## config.mk

```make
export PLATFORM = sky130hd
export DESIGN_NAME = button_step_gen
export DESIGN_NICKNAME = d
export VERILOG_FILES = /design/src/rtl/button_step_gen_pkg.sv /design/src/rtl/button_step_gen_btn_debounce.sv /design/src/rtl/button_step_gen.sv
export SDC_FILE = /design/constraint.sdc
export NUM_CORES = 1
export LEC_CHECK = 0
export CAP_MARGIN = 5
export CORE_MARGIN = 4
export CORE_UTILIZATION = 62
export DETAILED_ROUTE_END_ITERATION = 12
export PLACE_DENSITY = 0.76
export SLEW_MARGIN = 20
export SYNTH_ARGS = -nofsm -noshare
export SYNTH_HDL_FRONTEND = slang
export SYNTH_SLANG_ARGS = --single-unit
```

## constraint.sdc

```tcl
create_clock -name clk -period 3.22 [get_ports clk]
set_input_delay 0.322 -clock clk [delete_from_list [all_inputs] [get_ports clk]]
set_output_delay 0.322 -clock clk [all_outputs]
set_load 0.01 [all_outputs]
```

## src/rtl/button_step_gen_pkg.sv

```systemverilog
// Shared definitions for the button step generator: FSM encodings, button
// polarity and the cycle-count defaults derived from the board clock.
package button_step_gen_pkg;

  typedef enum logic [1:0] {
    ST_IDLE     = 2'd0,
    ST_HOLD_INC = 2'd1,
    ST_HOLD_DEC = 2'd2,
    ST_LOCK     = 2'd3
  } state_t;

  localparam logic BTN_PRESSED = 1'b0;

  localparam int CLK_HZ                = 12_000_000;
  localparam int DEBOUNCE_DEFAULT      = CLK_HZ / 100;  // 10 ms
  localparam int REPEAT_DELAY_DEFAULT  = CLK_HZ / 2;    // 0.5 s
  localparam int REPEAT_PERIOD_DEFAULT = CLK_HZ / 10;   // 0.1 s

  function automatic int max_int(input int a, input int b);
    return (a > b) ? a : b;
  endfunction

endpackage

```

## src/rtl/button_step_gen_btn_debounce.sv

```systemverilog
// One button channel: 2-FF synchronizer, consecutive-mismatch debounce
// counter and the accepted (debounced) level.
module button_step_gen_btn_debounce
  import button_step_gen_pkg::*;
#(
  parameter int DEBOUNCE_CYCLES = DEBOUNCE_DEFAULT
) (
  input  logic clk,
  input  logic rst_n,
  input  logic btn_n,
  output logic pressed
);

  localparam int CNT_W = $clog2(DEBOUNCE_CYCLES + 1);

  logic             sync_p0;
  logic             sync_p1;
  logic             level;
  logic [CNT_W-1:0] cnt;

  always_ff @(posedge clk or negedge rst_n) begin
    if (!rst_n) begin
      sync_p0 <= 1'b1;
      sync_p1 <= 1'b1;
      level   <= 1'b1;
      cnt     <= '0;
    end else begin
      sync_p0 <= btn_n;
      sync_p1 <= sync_p0;
      // The Nth consecutive mismatching sample flips the level directly,
      // so the counter never has to hold DEBOUNCE_CYCLES itself.
      if (sync_p1 == level) begin
        cnt <= '0;
      end else if (cnt == CNT_W'(DEBOUNCE_CYCLES - 1)) begin
        level <= sync_p1;
        cnt   <= '0;
      end else begin
        cnt <= cnt + CNT_W'(1);
      end
    end
  end

  assign pressed = (level == BTN_PRESSED);

endmodule

```

## src/rtl/button_step_gen.sv

```systemverilog
// Turns two debounced push buttons into single-cycle inc/dec step pulses
// with hold-to-repeat and rejection of simultaneous presses.
module button_step_gen
  import button_step_gen_pkg::*;
#(
  parameter int DEBOUNCE_CYCLES      = DEBOUNCE_DEFAULT,
  parameter int REPEAT_DELAY_CYCLES  = REPEAT_DELAY_DEFAULT,
  parameter int REPEAT_PERIOD_CYCLES = REPEAT_PERIOD_DEFAULT
) (
  input  logic clk,
  input  logic rst_n,
  input  logic btn_inc_n,
  input  logic btn_dec_n,
  output logic inc,
  output logic dec,
  output logic busy
);

  localparam int TIMER_W =
    $clog2(max_int(REPEAT_DELAY_CYCLES, REPEAT_PERIOD_CYCLES)) + 1;

  logic               p_inc;
  logic               p_dec;
  state_t             state;
  logic [TIMER_W-1:0] timer;

  button_step_gen_btn_debounce #(
    .DEBOUNCE_CYCLES(DEBOUNCE_CYCLES)
  ) u_deb_inc (
    .clk    (clk),
    .rst_n  (rst_n),
    .btn_n  (btn_inc_n),
    .pressed(p_inc)
  );

  button_step_gen_btn_debounce #(
    .DEBOUNCE_CYCLES(DEBOUNCE_CYCLES)
  ) u_deb_dec (
    .clk    (clk),
    .rst_n  (rst_n),
    .btn_n  (btn_dec_n),
    .pressed(p_dec)
  );

  // Release is tested before the timer, so a repeat falling due on the
  // cycle the release is accepted is dropped.
  always_ff @(posedge clk or negedge rst_n) begin
    if (!rst_n) begin
      state <= ST_IDLE;
      timer <= '0;
      inc   <= 1'b0;
      dec   <= 1'b0;
      busy  <= 1'b0;
    end else begin
      inc <= 1'b0;
      dec <= 1'b0;
      case (state)
        ST_IDLE: begin
          if (p_inc && p_dec) begin
            state <= ST_LOCK;
            busy  <= 1'b1;
          end else if (p_inc) begin
            state <= ST_HOLD_INC;
            busy  <= 1'b1;
            inc   <= 1'b1;
            timer <= TIMER_W'(REPEAT_DELAY_CYCLES);
          end else if (p_dec) begin
            state <= ST_HOLD_DEC;
            busy  <= 1'b1;
            dec   <= 1'b1;
            timer <= TIMER_W'(REPEAT_DELAY_CYCLES);
          end else begin
            busy  <= 1'b0;
          end
        end
        ST_HOLD_INC: begin
          if (!p_inc) begin
            state <= ST_IDLE;
            busy  <= 1'b0;
          end else if (p_dec) begin
            state <= ST_LOCK;
          end else if (timer == TIMER_W'(1)) begin
            inc   <= 1'b1;
            timer <= TIMER_W'(REPEAT_PERIOD_CYCLES);
          end else begin
            timer <= timer - TIMER_W'(1);
          end
        end
        ST_HOLD_DEC: begin
          if (!p_dec) begin
            state <= ST_IDLE;
            busy  <= 1'b0;
          end else if (p_inc) begin
            state <= ST_LOCK;
          end else if (timer == TIMER_W'(1)) begin
            dec   <= 1'b1;
            timer <= TIMER_W'(REPEAT_PERIOD_CYCLES);
          end else begin
            timer <= timer - TIMER_W'(1);
          end
        end
        ST_LOCK: begin
          if (!p_inc && !p_dec) begin
            state <= ST_IDLE;
            busy  <= 1'b0;
          end
        end
        default: begin
          state <= ST_IDLE;
          busy  <= 1'b0;
        end
      endcase
    end
  end

endmodule

```

# --- Word-level counts from Yosys, hierarchy flattened ---
# Index checks and enable logic that the tools add are counted.
classes:
  add_sub_neg: 3
  n_eq_ne: 20
  reduce_logical: 9
  mux: 40
  bitwise_logic: 4
op_table:
  columns: ["op", "count"]
  rows:
  - ["two-way mux 24 bit", 8]
  - ["one-hot mux 24 bit (3 select lines)", 1]
  - ["two-way mux 17 bit", 4]
  - ["adder 17 x 1 -> 17 bit, second input constant", 2]
  - ["equality test 17 bit, second input constant", 2]
  - ["equality test 24 x 1 -> 1 bit, second input constant", 1]
  - ["subtractor 24 x 1 -> 24 bit, second input constant", 1]
  - ["two-way mux 2 bit", 8]
  - ["two-way mux 1 bit", 15]
  - ["!= test 2 x 1 -> 1 bit, second input constant", 4]
  - ["!= test 2 bit, second input constant", 4]
  - ["one-hot mux 2 bit (4 select lines)", 1]
  - ["AND reduction 7 bit", 1]
  - ["!= test 3 bit, second input constant", 2]
  - ["equality test 2 bit, second input constant", 2]
  - ["!= test 4 bit, second input constant", 1]
  - ["inverter 1 bit", 4]
  - ["one-hot mux 1 bit (2 select lines)", 2]
  - ["one-hot mux 1 bit (4 select lines)", 1]
  - ["AND reduction 2 bit", 2]
  - ["AND reduction 4 bit", 1]
  - ["!= test 3 x 2 -> 1 bit, second input constant", 1]
  - ["AND reduction 3 bit", 1]
  - ["nonzero test 3 bit", 1]
  - ["4 further kinds", 6]
totals:
  wordCells: 89
  regBits: 69
  in_bits: 4

# --- Longest topological paths before layout ---
logic_depth:
  word_depth: 5
  depth_mapped: 8

# --- Modules after synthesis ---
# From an unflattened synthesis, not the netlist that was laid out.
hier_totals:
  cells_unflattened: 392
  hier_area_um2: 3846.2
modules_own_cells:
  columns: ["module", "area_each_um2", "instances", "cells_each"]
  rows:
  - ["button_step_gen_btn_debounce", 978.4, 2, 93]
  - ["button_step_gen", 1889.3, 1, 206]

# --- Worst setup path after synthesis ---
# Ideal clock, no wire load.
synth_path:
  path_type: "register -> register"
  start: "register timer[18]"
  end: "register timer[18]"
  setup_slack_ps: 967
  path_stages_with_launch: 9
  t_arrival_ps: 2132
  t_required_ps: 3099
  cell_sequence: "dfrtp_1 > or4_1 > buf_2 > or4_1 > buf_2 > o21ai_4 > buf_6 > o21ai_1 > a22o_1"
synth_via:
  elab_chain_cells: 5
  elab_cells_between_ends: 8
synth_lines:
  columns: ["element", "line_no", "source"]
  rows:
  - ["from (decl)", "button_step_gen.sv:25", "logic [TIMER_W-1:0] timer;"]
  - ["from (signal assigned)", "button_step_gen.sv:66", "timer <= TIMER_W'(REPEAT_DELAY_CYCLES);"]
  - ["from (signal assigned)", "button_step_gen.sv:71", "timer <= TIMER_W'(REPEAT_DELAY_CYCLES);"]
  - ["from (signal assigned)", "button_step_gen.sv:84", "timer <= TIMER_W'(REPEAT_PERIOD_CYCLES);"]
  - ["subtractor 24 x 1 -> 24 bit or equality test 24 x 1 -> 1 bit (tied branches)", null, null]
  - ["two-way mux 24 bit *", "button_step_gen.sv:82, button_step_gen.sv:95", null]
  - ["two-way mux 24 bit (on tied branches)", "button_step_gen.sv:93, button_step_gen.sv:80", null]
  - ["two-way mux 24 bit (on tied branches)", "button_step_gen.sv:90, button_step_gen.sv:77", null]
  - ["one-hot mux 24 bit (3 select lines) *", "button_step_gen.sv:57", "case (state)"]
# Mark *: on every way between the ends. The rest lies on a longest branch, timed or not. The select of a mux whose other input is x is not followed.
# A chain may end at the register's enable or synchronous reset.

# --- Worst setup path in the final report ---
layout_path:
  start: "register timer[18]"
  end: "register timer[6]"
layout_via:
  elab_chain_cells: 5
  elab_cells_between_ends: 7
layout_lines:
  columns: ["element", "line_no"]
  rows:
  - ["equality test 24 x 1 -> 1 bit *", "button_step_gen.sv:82, button_step_gen.sv:95"]
  - ["two-way mux 24 bit *", "button_step_gen.sv:82, button_step_gen.sv:95"]
  - ["two-way mux 24 bit (on tied branches)", "button_step_gen.sv:93, button_step_gen.sv:80"]
  - ["two-way mux 24 bit (on tied branches)", "button_step_gen.sv:90, button_step_gen.sv:77"]
  - ["one-hot mux 24 bit (3 select lines) *", "button_step_gen.sv:57"]
# Marked as above.

==> run metrics <==
clock tree sinks 69; average footprint of a synthesized cell 9.50 sq um; Area growth, synth to finish 9.67%; tightest hold margin -0.0232 ns; last weighted congestion value of the routability-driven placer 0.875; proportion of layout cells with a drive suffix above 1 9.51%; total number of nets in the final design 396; initial antenna violation count 0; floorplan die height 83.9 microns; post-detailed-route count of antenna-violating nets 0; TritonCTS clock tree done; number of DRC markers after the initial detailed-route iteration 133; TritonCTS buffer count 9; CP Data Arrival Time 2.87 ns; starting density of the core 64.5%; P_leak 1.73 nW; number of cells on the worst reg-to-reg path 5; max-cap check violation count 0; Synth Net Count 388; worst-path maximum fanout 12; share of the cycle needed by the critical path after routing 81.9%; total power per unit cell area 441 nW/um^2; leading cell type in the layout, fill and taps excluded dfrtp_1; number of max-slew violations in the final report 0; cells after synthesis 376; number of flops mapped to enable cells by yosys 0; pin count of the biggest net entering global routing 50; number of H-tree levels 3; # DRC 0; number of storage elements in the synthesis netlist 69; aggregate global-route resource usage 21.4%; nature of the critical path endpoint flip-flop; I/O Pins 7; global-route wire length before repair 12.2 mm; failing checks negative hold slack; quantity of hold-fixing buffers added after cts 0; final setup skew 0.0108 ns; core area 5540 sq um; post-detailed-route wirelength per cell 15.2 microns; class of the tightest hold or removal check input port to asynchronous set/reset pin; Required @ worst endpoint 3.46 ns; Clock Tree Root clkbuf_8; setup repair after global routing missed its margin no; run status finished, violations left; overall die width 83.9 microns; GR Overflow Total 0; prevailing post-synth register cell dfrtp_1; number of warnings reported in the yosys synthesis log 0; final hold violation count 32; number of antenna repair diodes 0; actual slew at the worst max-slew pin 0.842 ns; number of global-route vias before repair 2665; synthesized area 3570 sq um; headroom to the max-slew limit 43.3%; time the worst path needs with I/O delays and setup 2.64 ns; Fmax 379 MHz; cell row count 27; hpwl dp 4.76 mm; total of cells resized after clock tree synthesis 0; category of the critical setup timing path flip-flop to flip-flop; Detailed Routing Iterations Pass 1 4; post-detailed-routing wire length 7.02 mm; number of distinct library cell variants in the gate-level netlist after synthesis 47; vias per std cell 6.02; number of failing setup endpoints in the final timing report 0; floorplan die area 7040 sq um; setup bufs post-CTS 0; source-to-sink clock delay at the later pin of the worst-skew pair 0.35 ns; instance area at placement 3690 sq um; clock edge transition at the registers on the reported setup and hold paths 0.08 ns; via count 2774; Max clock buf depth 2; cell area after layout 3920 sq um; peak supply drop 437 uV; number of port buffers 6; startpoint kind of the worst setup timing path flip-flop; asr flop ratio synth 100%; setup total negative slack 0 ns; leading cell types in the layout, fill and taps excluded dfrtp_1, nor2_1, nand2_1, xor2_1, o21ai_0; share of synthesized area occupied by flip-flops and latches 48.6%
## worst max-delay path, stage by stage (launching register included)
cell and delay [ns]:
dfrtp_1 0.40, or4_1 0.65, or4_1 0.62, o21ai_4 0.36, nor2_1 0.21, a32o_1 0.30
## routing by layer
metal  vias up  track usage (%)  share of wire (%)
met5         -                0                  0
met4         0             8.33                1.1
met3        10             6.22                4.8
met2        67             34.0                 48
met1      1346             27.6                 46
li1       1351                -                  -
## Yosys cell counts, types with 3 or more instances
master / instances / area, sq um
nor2_1: 57 / 214
or4_1: 4 / 30.0
nand3_1: 15 / 75.1
buf_2: 3 / 15.0
or2_2: 5 / 31.3
dfstp_2: 6 / 158
ha_1: 8 / 100
o22a_1: 4 / 35.0
or3_1: 5 / 31.3
nor4b_1: 3 / 26.3
nand2b_1: 4 / 25.0
nor3_1: 11 / 55.1
mux2_2: 3 / 33.8
dfrtp_1: 63 / 1580
nand4_1: 11 / 68.8
xor2_1: 18 / 158
inv_1: 17 / 63.8
a22o_1: 9 / 78.8
o31ai_1: 7 / 52.6
clkbuf_1: 10 / 37.5
a21oi_1: 13 / 65.1
o21ai_0: 18 / 90.1
nand2_1: 23 / 86.3
xnor2_1: 14 / 123
nor4_1: 12 / 75.1
## layout make-up
cell class                      instances  area (sq um)
Sequential cell                        69          1730
Inverter                               17          63.8
Multi-Input combinational cell        276          1710
Clock buffer                           11           141
Fill cell                             414          1620
Timing Repair Buffer                   11          95.1
Tap cell                               72          90.1
Clock inverter                          5          82.6
## registers in the layout (all words and copies together) (netlist names)
| register | flops |
|---|---|
| timer | 24 |
| u_deb_dec.sync_p1 | 1 |
| state | 2 |
| u_deb_dec.cnt | 17 |
| u_deb_inc.level | 1 |
| u_deb_dec.level | 1 |
| busy | 1 |
| dec | 1 |
| u_deb_dec.sync_p0 | 1 |
| inc | 1 |
| u_deb_inc.sync_p1 | 1 |
| u_deb_inc.cnt | 17 |
| u_deb_inc.sync_p0 | 1 |
## cell families after synthesis
logic type / count (synthesis) / synth area share (%)
AOI/OAI and AO/OA: 71 / 13.7
xor gates and xnor gates: 32 / 7.85
adders and majority gates: 8 / 2.80
buffers and inverters: 31 / 3.57
DFF: 69 / 48.6
muxes: 3 / 0.946
and+or+nand+nor: 162 / 22.6
## through the flow
stage                     utilization (%)  total power (W)  std cells  hold slack (ns)  setup slack (ns)
after floorplan                         -         0.000918        376           0.0264             0.967
after global placement               66.6         0.000943        445            0.348             0.657
after detailed placement             66.6         0.000944        445            0.352             0.634
after CTS                            70.6          0.00174        461            0.186             0.614
after global routing                 70.7          0.00179        461           0.0204             0.474
final                                70.7          0.00173        461          -0.0232             0.584
## final timing paths
kind	from	to	slack, ns
worst max-delay path	timer[18]	timer[6]	0.58
worst min-delay path	rst_n	u_deb_dec.cnt[6]	-0.02
worst max register to register	timer[18]	timer[6]	0.58
worst min register to register	u_deb_dec.sync_p0	u_deb_dec.sync_p1	0.36
max in group asynchronous	rst_n	u_deb_inc.level	2.54
min in group clk	u_deb_dec.sync_p0	u_deb_dec.sync_p1	0.36
## report_power, final
group	total, W	internal (W)	switching (W)
sequential	0.000884	0.000877	0.00000745
clock	0.000801	0.000461	0.000340
combinational	0.0000420	0.0000123	0.0000297
total	0.00173	0.00135	0.000377
No activity file was read; power rests on OpenSTA's default activity.
